$ cat src/rtl/div_share_arb.sv
// Round-robin arbiter that time-shares one external combinational divider
// among NREQ requesters, with a fixed settle time of DIV_LAT cycles.
module div_share_arb #(
   parameter int NREQ    = 4,
   parameter int W       = 8,
   parameter int DIV_LAT = 1
) (
   input  logic              clk,
   input  logic              rst,
   input  logic [NREQ-1:0]   req,
   input  logic [NREQ*W-1:0] a_in,
   input  logic [NREQ*W-1:0] b_in,
   output logic [NREQ-1:0]   gnt,
   output logic [NREQ-1:0]   done,
   output logic [W-1:0]      q_out,
   output logic [W-1:0]      r_out,
   output logic              dz,
   output logic              busy,
   output logic [W-1:0]      div_a,
   output logic [W-1:0]      div_b,
   input  logic [W-1:0]      div_q,
   input  logic [W-1:0]      div_r
);

   localparam int IW = (NREQ > 1) ? $clog2(NREQ) : 1;

   typedef enum logic [1:0] {IDLE, EXEC, RESP} state_t;

   state_t        state;
   state_t        state_n;
   logic [IW-1:0] ptr;
   logic [IW-1:0] owner;
   logic [IW-1:0] win;
   logic [3:0]    lat_cnt;
   logic          found;
   logic          load;
   logic          capture;

   // first requester at or above ptr, wrapping modulo NREQ
   always_comb begin
      found = 1'b0;
      win   = '0;
      for (int k = 0; k < NREQ; k++) begin
         if (!found && req[(int'(ptr) + k) % NREQ]) begin
            found = 1'b1;
            win   = IW'((int'(ptr) + k) % NREQ);
         end
      end
   end

   always_ff @(posedge clk) begin
      if (rst) state <= IDLE;
      else     state <= state_n;
   end

   always_comb begin
      state_n = state;
      gnt     = '0;
      done    = '0;
      load    = 1'b0;
      capture = 1'b0;
      unique case (state)
         IDLE: begin
            if (found) begin
               gnt[win] = 1'b1;
               load     = 1'b1;
               state_n  = EXEC;
            end
         end
         EXEC: begin
            if (lat_cnt == '0) begin
               capture = 1'b1;
               state_n = RESP;
            end
         end
         RESP: begin
            done[owner] = 1'b1;
            state_n     = IDLE;
         end
         default: state_n = IDLE;
      endcase
      // a reset edge aborts everything, so nothing may be announced either
      if (rst) begin
         gnt     = '0;
         done    = '0;
         load    = 1'b0;
         capture = 1'b0;
      end
   end

   always_ff @(posedge clk) begin
      if (rst) begin
         ptr     <= '0;
         owner   <= '0;
         lat_cnt <= '0;
         div_a   <= '0;
         div_b   <= '0;
         q_out   <= '0;
         r_out   <= '0;
         dz      <= 1'b0;
      end else begin
         if (load) begin
            div_a   <= a_in[int'(win)*W +: W];
            div_b   <= b_in[int'(win)*W +: W];
            owner   <= win;
            lat_cnt <= 4'(DIV_LAT - 1);
         end else if (state == EXEC && lat_cnt != '0) begin
            lat_cnt <= lat_cnt - 4'd1;
         end
         if (capture) begin
            if (div_b != '0) begin
               q_out <= div_q;
               r_out <= div_r;
               dz    <= 1'b0;
            end else begin
               q_out <= '1;
               r_out <= div_a;
               dz    <= 1'b1;
            end
         end
         if (state == RESP) begin
            if (owner == IW'(NREQ - 1)) ptr <= '0;
            else                        ptr <= owner + 1'b1;
         end
      end
   end

   assign busy = (state != IDLE);

endmodule

$ cat config.mk
export PLATFORM = sky130hd
export DESIGN_NAME = div_share_arb
export DESIGN_NICKNAME = d
export VERILOG_FILES = /design/src/rtl/div_share_arb.sv
export SDC_FILE = /design/constraint.sdc
export NUM_CORES = 1
export LEC_CHECK = 0
export CORE_UTILIZATION = 25
export CTS_BUF_LIST = sky130_fd_sc_hd__clkbuf_8
export DETAILED_ROUTE_END_ITERATION = 8
export DONT_BUFFER_PORTS = 1
export HOLD_SLACK_MARGIN = 0.03
export PLACE_DENSITY_LB_ADDON = 0.25
export SETUP_SLACK_MARGIN = 0.5
export SYNTH_ARGS = -nofsm -noshare
export SYNTH_HDL_FRONTEND = slang
export SYNTH_SLANG_ARGS = --single-unit
$ cat constraint.sdc
create_clock -name clk -period 1.87 [get_ports clk]
set_clock_uncertainty 0.1 [all_clocks]
set_input_delay 0.2805 -clock clk [delete_from_list [all_inputs] [get_ports clk]]
set_output_delay 0.2805 -clock clk [all_outputs]
set_load 0.05 [all_outputs]
# [After elaboration in Yosys (flattened, before gate mapping)]
# Index checks and enable logic that the tools add are counted.
[word_totals] wordCells=92 reg_bits=43 input_bits=86
[op_classes] bitwise_logic=3 shifts=2 addsub=5 eq_ne=5 mux=41 reduce_logical=19 order_cmp=8
[op_table] cell="$shiftx A32 B6 Y8" n=2
[op_table] cell="$mux W1" n=20
[op_table] cell="$mux W4" n=5
[op_table] cell="$mux W8" n=2
[op_table] cell="$mux W2" n=7
[op_table] cell="$lt A3 B4 Y1 const B" n=3
[op_table] cell="$lt A2 B3 Y1 const B" n=3
[op_table] cell="$bmux W1 S2" n=4
[op_table] cell="$reduce_bool A8 Y1" n=1
[op_table] cell="$reduce_or A2 Y1" n=4
[op_table] cell="$logic_and A1 B1 Y1" n=6
[op_table] cell="$add A2 B1 Y2 const B" n=2
[op_table] cell="$add A2 B2 Y2 const B" n=2
[op_table] cell="$demux W1 S2" n=2
[op_table] cell="$eq A2 B2 Y1 const B" n=2
[op_table] cell="$ge A2 B1 Y1 const B" n=2
[op_table] cell="$logic_not A4 Y1" n=1
[op_table] cell="$ne A2 B2 Y1 const B" n=2
[op_table] cell="$pmux W2 S2" n=1
[op_table] cell="$reduce_bool A4 Y1" n=1
[op_table] cell="$sub A4 B1 Y4 const B" n=1
[op_table] cell="$and A1 B1 Y1 const A" n=3
[op_table] cell="$logic_not A1 Y1" n=3
[op_table] cell="$eq A2 B1 Y1 const B" n=1
[op_table] cell="other kinds (3)" n=3

# [Logic depth before layout (Yosys ltp)]
[logic_depth] word_depth=21 mapped_depth=8

# [Worst setup path after synthesis]
# OpenSTA, ideal clock, no wires.
[synth_path] path_kind="reg-to-output" start="register ptr[1]" end="output port gnt[3]" n_path_buf=1 required_ps=1490 path_stages_with_launch=7 slack_ps=-854 t_arrival_ps=2344 cell_sequence="dfxtp_1 mux2i_1 o22ai_4 buf_4 a21oi_2 nand2_1 nor3_1"
[synth_between] elab_chain_cells=19
[synth_lines] element="from (decl)" line_no="31" text="logic [IW-1:0] ptr;"
[synth_lines] element="from (signal assigned)" line_no="123" text="else ptr <= owner + 1'b1;"
[synth_lines] element="$add A2 B1 Y2 or $bmux W1 S2 (tied branches)" line_no="44, 46"
[synth_lines] element="$bmux W1 S2 or $mux W1 (tied branches)" line_no="44" text="if (!found && req[(int'(ptr) + k) % NREQ]) begin"
[synth_lines] element="$mux W1 (not written as such)" line_no="44"
[synth_lines] element="$mux W1 (not written as such) or $logic_not A1 Y1 (tied branches)" line_no="44"
[synth_lines] element="$logic_and A1 B1 Y1" line_no="44"
[synth_lines] element="$mux W1" line_no="44"
[synth_lines] element="$logic_not A1 Y1" line_no="44"
[synth_lines] element="$logic_and A1 B1 Y1" line_no="44"
[synth_lines] element="[3 not listed]"
[synth_lines] element="$mux W2" line_no="44"
[synth_lines] element="$lt A2 B3 Y1 (not written as such) or $ge A2 B1 Y1 (tied branches)" line_no="65" text="gnt[win] = 1'b1;"
[synth_lines] element="$logic_and A1 B1 Y1 (not written as such)" line_no="65"
[synth_lines] element="$mux W1 (not written as such)" line_no="65"
[synth_lines] element="$demux W1 S2" line_no="65"
[synth_lines] element="$mux W4 *" line_no="64" text="if (found) begin"
[synth_lines] element="$mux W4 *" line_no="62" text="unique case (state)"
[synth_lines] element="$mux W4 *" line_no="83" text="if (rst) begin"
[synth_lines] element="to (decl)" line_no="13" text="output logic [NREQ-1:0] gnt,"
# Mark *: on every way between the ends. The rest lies on a longest branch, timed or not. The select of a mux whose other input is x is not followed.

# [Worst setup path in the final report]
[layout_path] start="register state[1]" end="output port gnt[3]"
[layout_between] elab_chain_cells=3
[layout_lines] element="from (decl)" line_no="29" text="state_t state;"
[layout_lines] element="from (signal assigned)" line_no="53" text="else state <= state_n;"
[layout_lines] element="$logic_not A2 Y1" line_no="62"
[layout_lines] element="$mux W4" line_no="62"
[layout_lines] element="$mux W4" line_no="83"
# No other way between the ends.

==> results.toml <==
[synthesis]
synth_top_cells_by_area = "dfxtp_1 35%, mux2i_1 11%, a21o_1 5.2%"
syn_nets = 364
ys_types = 45
syn-instance-count = 273
synthSimpleGateAreaFrac = 0.197
yosysSeqAreaShare = 0.352
yosys.area.top_type = "dfxtp_1"
yosysTopAreaCellShare = 0.352
netlist_area_mm2 = 0.00245
synth_xor_area_frac = 0.0107
synth.avg_cell_area_um2 = 8.96
synth_fa_ha_area_frac = 0.0256
muxShareOfSynthArea = 0.106
ys_seq_elements = 43
ys_warn_count = 0
synth_top_family_by_area = "compound AO/OA/AOI/OAI gates"
synth_compound_area_frac = 0.252

[floorplanning]
dieArea_mm2 = 0.0102
rows = 35
start_util = 0.261
coreArea_mm2 = 0.00937
num_io_pins = 128
die_y_um = 101
die_x_um = 101

[timing]
setup_ws_ps = -195
final_hold_viol_count = 0
grt_setup_unrepaired = "yes"
setup_violations = 13
min_period_ps = 2070
fmaxAchievable_mhz = 484
relSlewSlack = 0.252
timing.hold.ws_ps = 68.9
fin_crit_sh = 1.10
worst_pin_slew_ps = 1120
slew_violations = 0
setup_tns_ps = -892

[place]
placed_cell_area_mm2 = 0.00300
io_buffer_count = 0
routabilityCongestion = 0.740
dp.cells = 421
place_ws_ps = 40.1
hpwlAfterDp_um = 5740

[job]
maxCapViolCount = 0

[cts]
root_buffer = "clkbuf_8"
h-tree-depth = 2
cts.sinks = 43
clk_latency_ps = 300
clkSlewWorstSetupHoldPaths_ps = 90
clockBufferDepth = 2
cts_tree = "done"
cts_buffers = 5

[pwr]
peakVddDrop_mv = 0.320
p_per_area_mw_per_mm2 = 822
power_mw = 3.30
power_leakage_nw = 1.53

[final_layout]
area.growth.synth_to_final_pct = 64.1
stdcell_area_mm2 = 0.00401
diodes = 0
fillCellCount = 926
fin_cells = 466
layout-drive-gt1-share = 0.629
fin_nets = 427
fin_util = 0.428

[routing]
drc = 0
avgRoutedWirePerCell_um = 18.2
antenna_left = 0
via_per_inst = 4.88
via_count = 2276
drt_iter0_markers = 69
dr.pass1.iters = 4
finalWirelength_um = 8480

[grt]
overflow = 0
grt_pass1_vias = 2280
antenna_found_initial = 0
grt_max_degree = 23
grt_pass1_wl_um = 12600
track_usage = 0.164

[worst_setup_path]
reg2reg_depth = 8
cp_max_fo = 3
crit_end = "gnt[3]"
crit_required_ps = 1490
rrSetupSlack_ps = -50
cp.arrival_ps = 1680
setup.worst_path.start = "state[1]"
critPathCaptureType = "primary output"
start_kind = "flip-flop"
r2r-end = "div_a[4]"
path_class = "flip-flop to primary output"
rr_startpoint = "ptr[1]"

[outcome]
violations = "negative setup slack"
status = "finished with violations"

[worst_hold_path]
min_path_type = "input port to flip-flop"
## how the worst min path moves through the flow
stage / startpoint / end / slack (ps) / cells past startpoint
floorplan: div_q[1] / q_out[1] / 330 / 2
global placement: rst / ptr[0] / 250 / 1
detailed placement: rst / ptr[0] / 250 / 1
CTS: div_q[4] / q_out[4] / 40 / 2
global route: a_in[21] / div_a[5] / 60 / 2
finish: a_in[21] / div_a[5] / 70 / 2
## synth_stat cells (all sizes together)
master	number
nand3b	2
or3b	1
o22a	1
xor2	2
nor4	3
a311oi	1
a211oi	9
buf	11
nor2b	2
and2b	2
inv	7
and2	4
o211ai	16
o22ai	9
or2	2
nand3	16
mux2i	26
clkbuf	4
xnor2	1
nand2	21
a21o	17
nor3	6
dfxtp	43
o21ai	20
o31ai	1
nand2b	5
nor2	30
ha	5
a21oi	6
## timing repair
item,4_1_cts,5_1_grt
cloned,4,0
hold endpoints to repair,22,2
hold buffers,7,2
endpoints found under the setup margin,56,63
resized for setup,104,33
pin swaps,25,17
setup buffers,14,10
## where the power goes
part	total (mW)	internal, mW	switching [mW]	leakage, nW
sequential	1.32	1.03	0.289	0.368
clock	0.764	0.403	0.361	0.0548
combinational	1.22	0.576	0.642	1.11
total	3.30	2.01	1.29	1.53
## cell type report
| cell class | count | area (µm²) | share of cell area |
|---|---|---|---|
| sequential | 43 | 912 | 0.227 |
| tap | 129 | 161 | 0.0402 |
| clock buffer | 5 | 68.8 | 0.0171 |
| multi-input combinational | 208 | 2010 | 0.500 |
| timing repair buffer | 71 | 793 | 0.198 |
| clock inverter | 3 | 46.3 | 0.0115 |
| inverter | 7 | 26.3 | 0.00655 |
## flip-flops by register name (all words and copies together) (netlist names)
name and flops:
owner 2, r_out 8, ptr 2, div_b 8
q_out 8, dz 1, lat_cnt 4, state 2
div_a 8
## logic make-up after synthesis
group                      after synthesis
AOI/OAI and AO/OA                       80
xor gates and xnor gates                 3
adders and majority gates                5
buffers and inverters                   22
DFF                                     43
muxes                                   26
and+or+nand+nor                         94
## worst max-delay path, cell delays in order, from the launching register on
cell and delay [ps]:
dfxtp_4 360, or2_4 270, nor3_4 270, nand2_4 90, nor3_4 240, buf_12 170
## metal layers
metal | part of all wire | track usage
met2 | 0.51 | 0.291
met1 | 0.42 | 0.202
met4 | 0.017 | 0.0457
met3 | 0.050 | 0.0305
met5 | 0 | 0
## placed cells by master (no fill, tap or decap), types with 3 or more instances in the layout
| cell | count |
|---|---|
| a21oi_2 | 3 |
| inv_2 | 4 |
| a21o_1 | 16 |
| nand2_2 | 11 |
| ha_1 | 4 |
| mux2i_1 | 13 |
| o211ai_1 | 6 |
| dfxtp_2 | 32 |
| buf_4 | 35 |
| o22ai_2 | 6 |
| nor4_2 | 3 |
| o21ai_0 | 14 |
| a211oi_2 | 9 |
| dlygate4sd3_1 | 8 |
| clkbuf_8 | 5 |
| dfxtp_4 | 3 |
| nor2_1 | 13 |
| dfxtp_1 | 8 |
| buf_12 | 7 |
| buf_6 | 14 |
| inv_1 | 3 |
| nand3_1 | 16 |
| o22ai_4 | 3 |
| and2_4 | 4 |
| buf_16 | 4 |
| nor2_4 | 14 |
| mux2i_4 | 11 |
| nand2_1 | 7 |
| o211ai_2 | 10 |
| o21ai_1 | 3 |
| nand2b_1 | 3 |
No activity file was read; power rests on OpenSTA's default activity.
